==> config.mk <==
export PLATFORM = sky130hd
export DESIGN_NAME = mux_arbiter4
export DESIGN_NICKNAME = d
export VERILOG_FILES = /design/src/rtl/mux_arbiter4.sv
export SDC_FILE = /design/constraint.sdc
export NUM_CORES = 1
export LEC_CHECK = 0
export BUFFER_PORTS_ARGS = -buffer_cell sky130_fd_sc_hd__buf_2
export CAP_MARGIN = 5
export CORE_ASPECT_RATIO = 1.25
export CORE_MARGIN = 10
export CORE_UTILIZATION = 54
export DETAILED_ROUTE_END_ITERATION = 7
export PLACE_DENSITY = 0.77
export SLEW_MARGIN = 20
export SYNTH_ARGS = -nofsm -noshare
export SYNTH_HDL_FRONTEND = slang
export SYNTH_SLANG_ARGS = --single-unit
==> constraint.sdc <==
create_clock -name clk -period 1.81 [get_ports clk]
set_input_delay 0.181 -clock clk [delete_from_list [all_inputs] [get_ports clk]]
set_output_delay 0.181 -clock clk [all_outputs]
set_load 0.02 [all_outputs]
==> src/rtl/mux_arbiter4.sv <==
// rtl/mux_arbiter4.sv - four-way round-robin arbiter with bounded hold and a one-bit data mux
module mux_arbiter4 #(
    parameter int unsigned MAX_HOLD = 4
) (
    input  logic       clk,
    input  logic       rst,
    input  logic [3:0] req,
    input  logic [3:0] data_in,
    output logic [3:0] gnt,
    output logic [1:0] sel,
    output logic       valid,
    output logic       data_out
);

    typedef enum logic {IDLE, GRANT} state_t;

    localparam logic [3:0] HOLD_LAST = 4'(MAX_HOLD - 1);

    state_t     state_q, state_d;
    logic [3:0] gnt_q, gnt_d;
    logic [1:0] sel_q, sel_d;
    logic       valid_q, valid_d;
    logic [1:0] ptr_q, ptr_d;
    logic [3:0] hold_q, hold_d;

    logic [3:0] others;
    logic [2:0] pick_all, pick_oth;
    logic       take;
    logic [1:0] winner;

    // Returns {found, index}; scans start+1 .. start+4 so the nearest requester after start wins.
    function automatic logic [2:0] rr_pick(input logic [3:0] mask, input logic [1:0] start);
        logic [1:0] idx;
        logic [2:0] res;
        res = 3'b000;
        for (int k = 4; k >= 1; k--) begin
            idx = start + 2'(k);
            if (mask[idx]) res = {1'b1, idx};
        end
        return res;
    endfunction

    always_comb begin
        state_d  = state_q;
        gnt_d    = gnt_q;
        sel_d    = sel_q;
        valid_d  = valid_q;
        ptr_d    = ptr_q;
        hold_d   = hold_q;
        take     = 1'b0;
        winner   = 2'd0;
        others   = req & ~(4'b0001 << sel_q);
        pick_all = rr_pick(req, ptr_q);
        pick_oth = rr_pick(others, ptr_q);

        case (state_q)
            IDLE: begin
                if (pick_all[2]) begin
                    take   = 1'b1;
                    winner = pick_all[1:0];
                end else begin
                    gnt_d   = 4'b0000;
                    valid_d = 1'b0;
                end
            end
            GRANT: begin
                if (req[sel_q]) begin
                    if (hold_q < HOLD_LAST) begin
                        hold_d = hold_q + 4'd1;
                    end else if (pick_oth[2]) begin
                        take   = 1'b1;
                        winner = pick_oth[1:0];
                    end else begin
                        hold_d = HOLD_LAST;
                    end
                end else if (pick_all[2]) begin
                    take   = 1'b1;
                    winner = pick_all[1:0];
                end else begin
                    state_d = IDLE;
                    gnt_d   = 4'b0000;
                    valid_d = 1'b0;
                end
            end
            default: begin
                state_d = IDLE;
                gnt_d   = 4'b0000;
                valid_d = 1'b0;
            end
        endcase

        if (take) begin
            state_d = GRANT;
            gnt_d   = 4'b0001 << winner;
            sel_d   = winner;
            valid_d = 1'b1;
            ptr_d   = winner;
            hold_d  = 4'd0;
        end
    end

    always_ff @(posedge clk) begin
        if (rst) begin
            state_q <= IDLE;
            gnt_q   <= 4'b0000;
            sel_q   <= 2'b00;
            valid_q <= 1'b0;
            ptr_q   <= 2'b11;
            hold_q  <= 4'd0;
        end else begin
            state_q <= state_d;
            gnt_q   <= gnt_d;
            sel_q   <= sel_d;
            valid_q <= valid_d;
            ptr_q   <= ptr_d;
            hold_q  <= hold_d;
        end
    end

    assign gnt      = gnt_q;
    assign sel      = sel_q;
    assign valid    = valid_q;
    assign data_out = valid_q ? data_in[sel_q] : 1'b0;

endmodule

==> impl_results.md <==
* Clock tree root driver cell: sky130_fd_sc_hd__clkbuf_4
* R2R Setup Slk at -30 ps
* GP Congestion at 0.9825
* Boundary Pins at 18
* Startpoint of the worst setup timing path: sel[1]$_SDFFE_PP0P_
* WL met1 at between 1000 and 1500 µm
* Number of design rule violations left after detail routing at 0
* Count of placed standard cells in the final layout, fillers left out at approximately 160
* Total Routed Length at roughly 2800 µm
* Critical-path cell with the highest stage delay: sky130_fd_sc_hd__dfxtp_4
* Average detailed-routed wire length per instance at 17.83 µm
* Most frequently used flop master after synthesis: sky130_fd_sc_hd__dfxtp_1
* Clock latency of the later-clocked register in the worst-skew pair at ~270 ps
* Maximum clock frequency at 0.5422 GHz
* Die X-Extent at ~58 µm
* Number of standard-cell rows in the floorplan at 17
* Minimum clock period after layout at 1844 ps
* Post-detail-place hpwl at about 1900 µm
* CTS tree: yes
* Required @ worst endpoint at ~2000 ps
* Post-Synthesis Net Count at 124
* Antenna violations before repair at 0
* Final setup vio count at 1
* Post-synthesis area per instance at ~8.6 µm²
* Transition time at the pin with the least slew margin at between 300 and 400 ps
* Clock transition at the registers of the reported paths at about 80 ps
* Wire length of the first global-routing pass at ~4300 µm
* Total congestion overflow at 0
* Outcome: complete, but fails checks
* Leading area contributor after synthesis: sky130_fd_sc_hd__dfxtp_1
* Fraction of layout instances using a drive strength above 1 at 41.43%
* Pre-CTS setup slack at ~54 ps
* Stages on the worst setup path at 8
* Max cap viols at 0
* Min-delay worst type: input pin to register
* Number of different library cells in the post-synthesis netlist at 46
* Vias at between 900 and 1000
* Fraction of registers with async set or reset after synthesis at 0%
* Top-count cell post-synth: sky130_fd_sc_hd__dfxtp_1
* Initial DRC count at 37
* Worst-path maximum fanout at 6
* Kind of start point of the critical path: register
* Vias in the first global route at between 900 and 1000
* Highest routed layer: met4
* Sequential fraction of the synthesis area at between 20 and 30%
* Arr. time, crit path at 2010 ps
* Fraction of synthesized cell area taken by the top area cell type at between 20% and 30%
* Post-synthesis cell area at 968.4 µm²
* Pin count of the biggest net entering global routing at 14
* Number of CTS-inserted buffers at 3
* Cell count after synthesis at about 110
* Kind of end point of the critical path: register
* Class of the most critical setup path: register to register
* Power per cell area at 817.8 nW/µm²
* Share of the clock period used by the worst path after layout at 101.9%
* Violations in the final reports: negative setup slack
* Total length of routed met3 wires at ~110 µm
* Via density per instance at 6.214
* Number of synthesized flops with an enable pin at 0
* Die outline area at between 3000 and 4000 µm²
* Yosys synthesis warning count at 0
* Final hold vios at 0
* Synthesis-to-layout area growth at 22.61%
* Total of flip-flops plus latches after synthesis at 14
* Initial cell density of the core at between 50 and 60%
* Number of antenna diodes at 0
* Worst flop-to-flop path startpoint: sel[1]$_SDFFE_PP0P_
* Leakage power figure at about 0.00054 µW
* GRT Resource Usage Total at a little over an eighth
* Ranking of synthesized cells by area: sky130_fd_sc_hd__dfxtp_1, sky130_fd_sc_hd__a21oi_1, sky130_fd_sc_hd__buf_6
* Final net count at around 150
* Critical R2R Capture: gnt[1]$_SDFFE_PP0P_
* TritonCTS Sinks at 14
* Max transition margin at roughly four fifths
* Endpoint of the most critical setup path: gnt[1]$_SDFFE_PP0P_
* Largest stage delay, worst path at roughly 370 ps
* First-pass detailed-route iteration total at 7
* Cell Count Post-Placement at around 150
* Clock Tree Buf Depth at 2
* Depth of the worst register-to-register path at 8
* Die span in y at between 60 and 70 µm
* Count of antenna-violating nets left after detailed routing at 0
* Setup Skew at between 3 and 4 ps
* Cell class contributing the biggest share of worst-path delay: compound AO/OA/AOI/OAI gates
* Cell Chain, Critical Path: buf_6 > buf_4 > o2111a_1 > a31oi_1 > o211ai_1 > o21ai_2 > nand2b_4 > o21ai_1
* Count of H-tree levels built during CTS at 1
* Worst voltage drop across the vdd grid at 0.0005618 V
* Total buffers and inverters traversed by the critical path at 2
* Final Slew Violations at 0
* Number of input and output port buffers inserted at 17
* Commonest cells in the netlist: sky130_fd_sc_hd__dfxtp_1, sky130_fd_sc_hd__nand2_1, sky130_fd_sc_hd__a21oi_1, sky130_fd_sc_hd__nor2_1, sky130_fd_sc_hd__o21ai_0
* Placeable core area at ~1700 µm²
* Post-layout worst setup margin at -34.46 ps
* WL met2 at ~1600 µm
flip-flops by register name, summed over array words and instances, names as in the netlist:
| register | cells |
|---|---|
| gnt | 4 |
| state_q | 1 |
| hold_q | 4 |
| sel | 2 |
| ptr_q | 2 |
| valid | 1 |
per-layer routing:
layer / vias to the layer above / track usage [%]
li1: 468 / -
met3: 10 / 1.876
met2: 29 / 25.54
met4: 0 / 5.882
met5: - / 0
met1: 481 / 13.97
cells in the final DEF (no fill, tap or decap), drive strengths merged:
cell type and count:
o21ai 8, dfxtp 14, or3 1, o221ai 1, nor2 10, a31oi 2
and2b 1, a211oi 1, and3 3, o211ai 3, nor4 1, o21a 1
a311oi 1, nand3 2, nand3b 1, inv 3, nand2b 5, nor3 1
mux4 2, buf 32, a21o 2, nor2b 2, and3b 1, o21bai 2
a31o 2, a32o 1, o2111a 1, or4 1, mux2i 2, and2 2
o22ai 1, or3b 1, nor4bb 1, a21oi 10, ha 1, clkbuf 3
nand2 12, o311ai 1, mux2 1
metrics by stage:
| stage | total power, µW | utilization, % | hold slack (ps) | setup TNS (ps) | cell area, µm² |
|---|---|---|---|---|---|
| 6_report | 971.0 | 68.08 | 148.5 | -34.46 | 1187 |
| 5_1_grt | 1030 | 68.08 | 163.5 | -257.3 | 1187 |
| 4_1_cts | 921.4 | 64.35 | 136.9 | 0 | 1122 |
| 3_5_place_dp | 753.2 | 63.06 | 431.6 | 0 | 1100 |
| 3_3_place_gp | 743.4 | 63.06 | 423.8 | 0 | 1100 |
| 2_1_floorplan | 649.0 | - | 242.7 | 0 | 969.7 |
layout make-up:
cell class / instances / area [µm²]
Clock buffer: 3 / 22.52
Inverter: 3 / 11.26
Fill cell: 149 / 556.8
Multi-Input combinational cell: 88 / 635.6
Timing Repair Buffer: 32 / 205.2
Tap cell: 19 / 23.77
Sequential cell: 14 / 289.0
where the power goes:
| part | switching, µW | internal, µW |
|---|---|---|
| sequential | 42.1 | 345 |
| combinational | 217 | 199 |
| clock | 91.0 | 77.0 |
| total | 350 | 621 |
logic make-up after synthesis:
logic type	share of synthesized area [%]
flops	28.94
simple gates	25.97
compound gates	26.87
buf+inv	9.044
mux	7.881
fa+ha+maj	1.292
what timing repair did:
item,4_1_cts,5_1_grt
buffers inserted,0,2
endpoints found under the setup margin,0,7
hold buffers,0,0
gates resized for setup,0,15
worst min-delay path by stage:
stage,from,end,slack [ps],cells after the start
floorplan,rst,sel[0]$_SDFFE_PP0P_,240,1
global placement,rst,sel[0]$_SDFFE_PP0P_,420,2
detailed placement,rst,sel[0]$_SDFFE_PP0P_,430,2
CTS,rst,sel[0]$_SDFFE_PP0P_,140,2
global route,rst,hold_q[1]$_SDFFE_PP0P_,160,2
finish,rst,sel[0]$_SDFFE_PP0P_,150,2
Note: power is estimated with default switching activity, not from simulation.
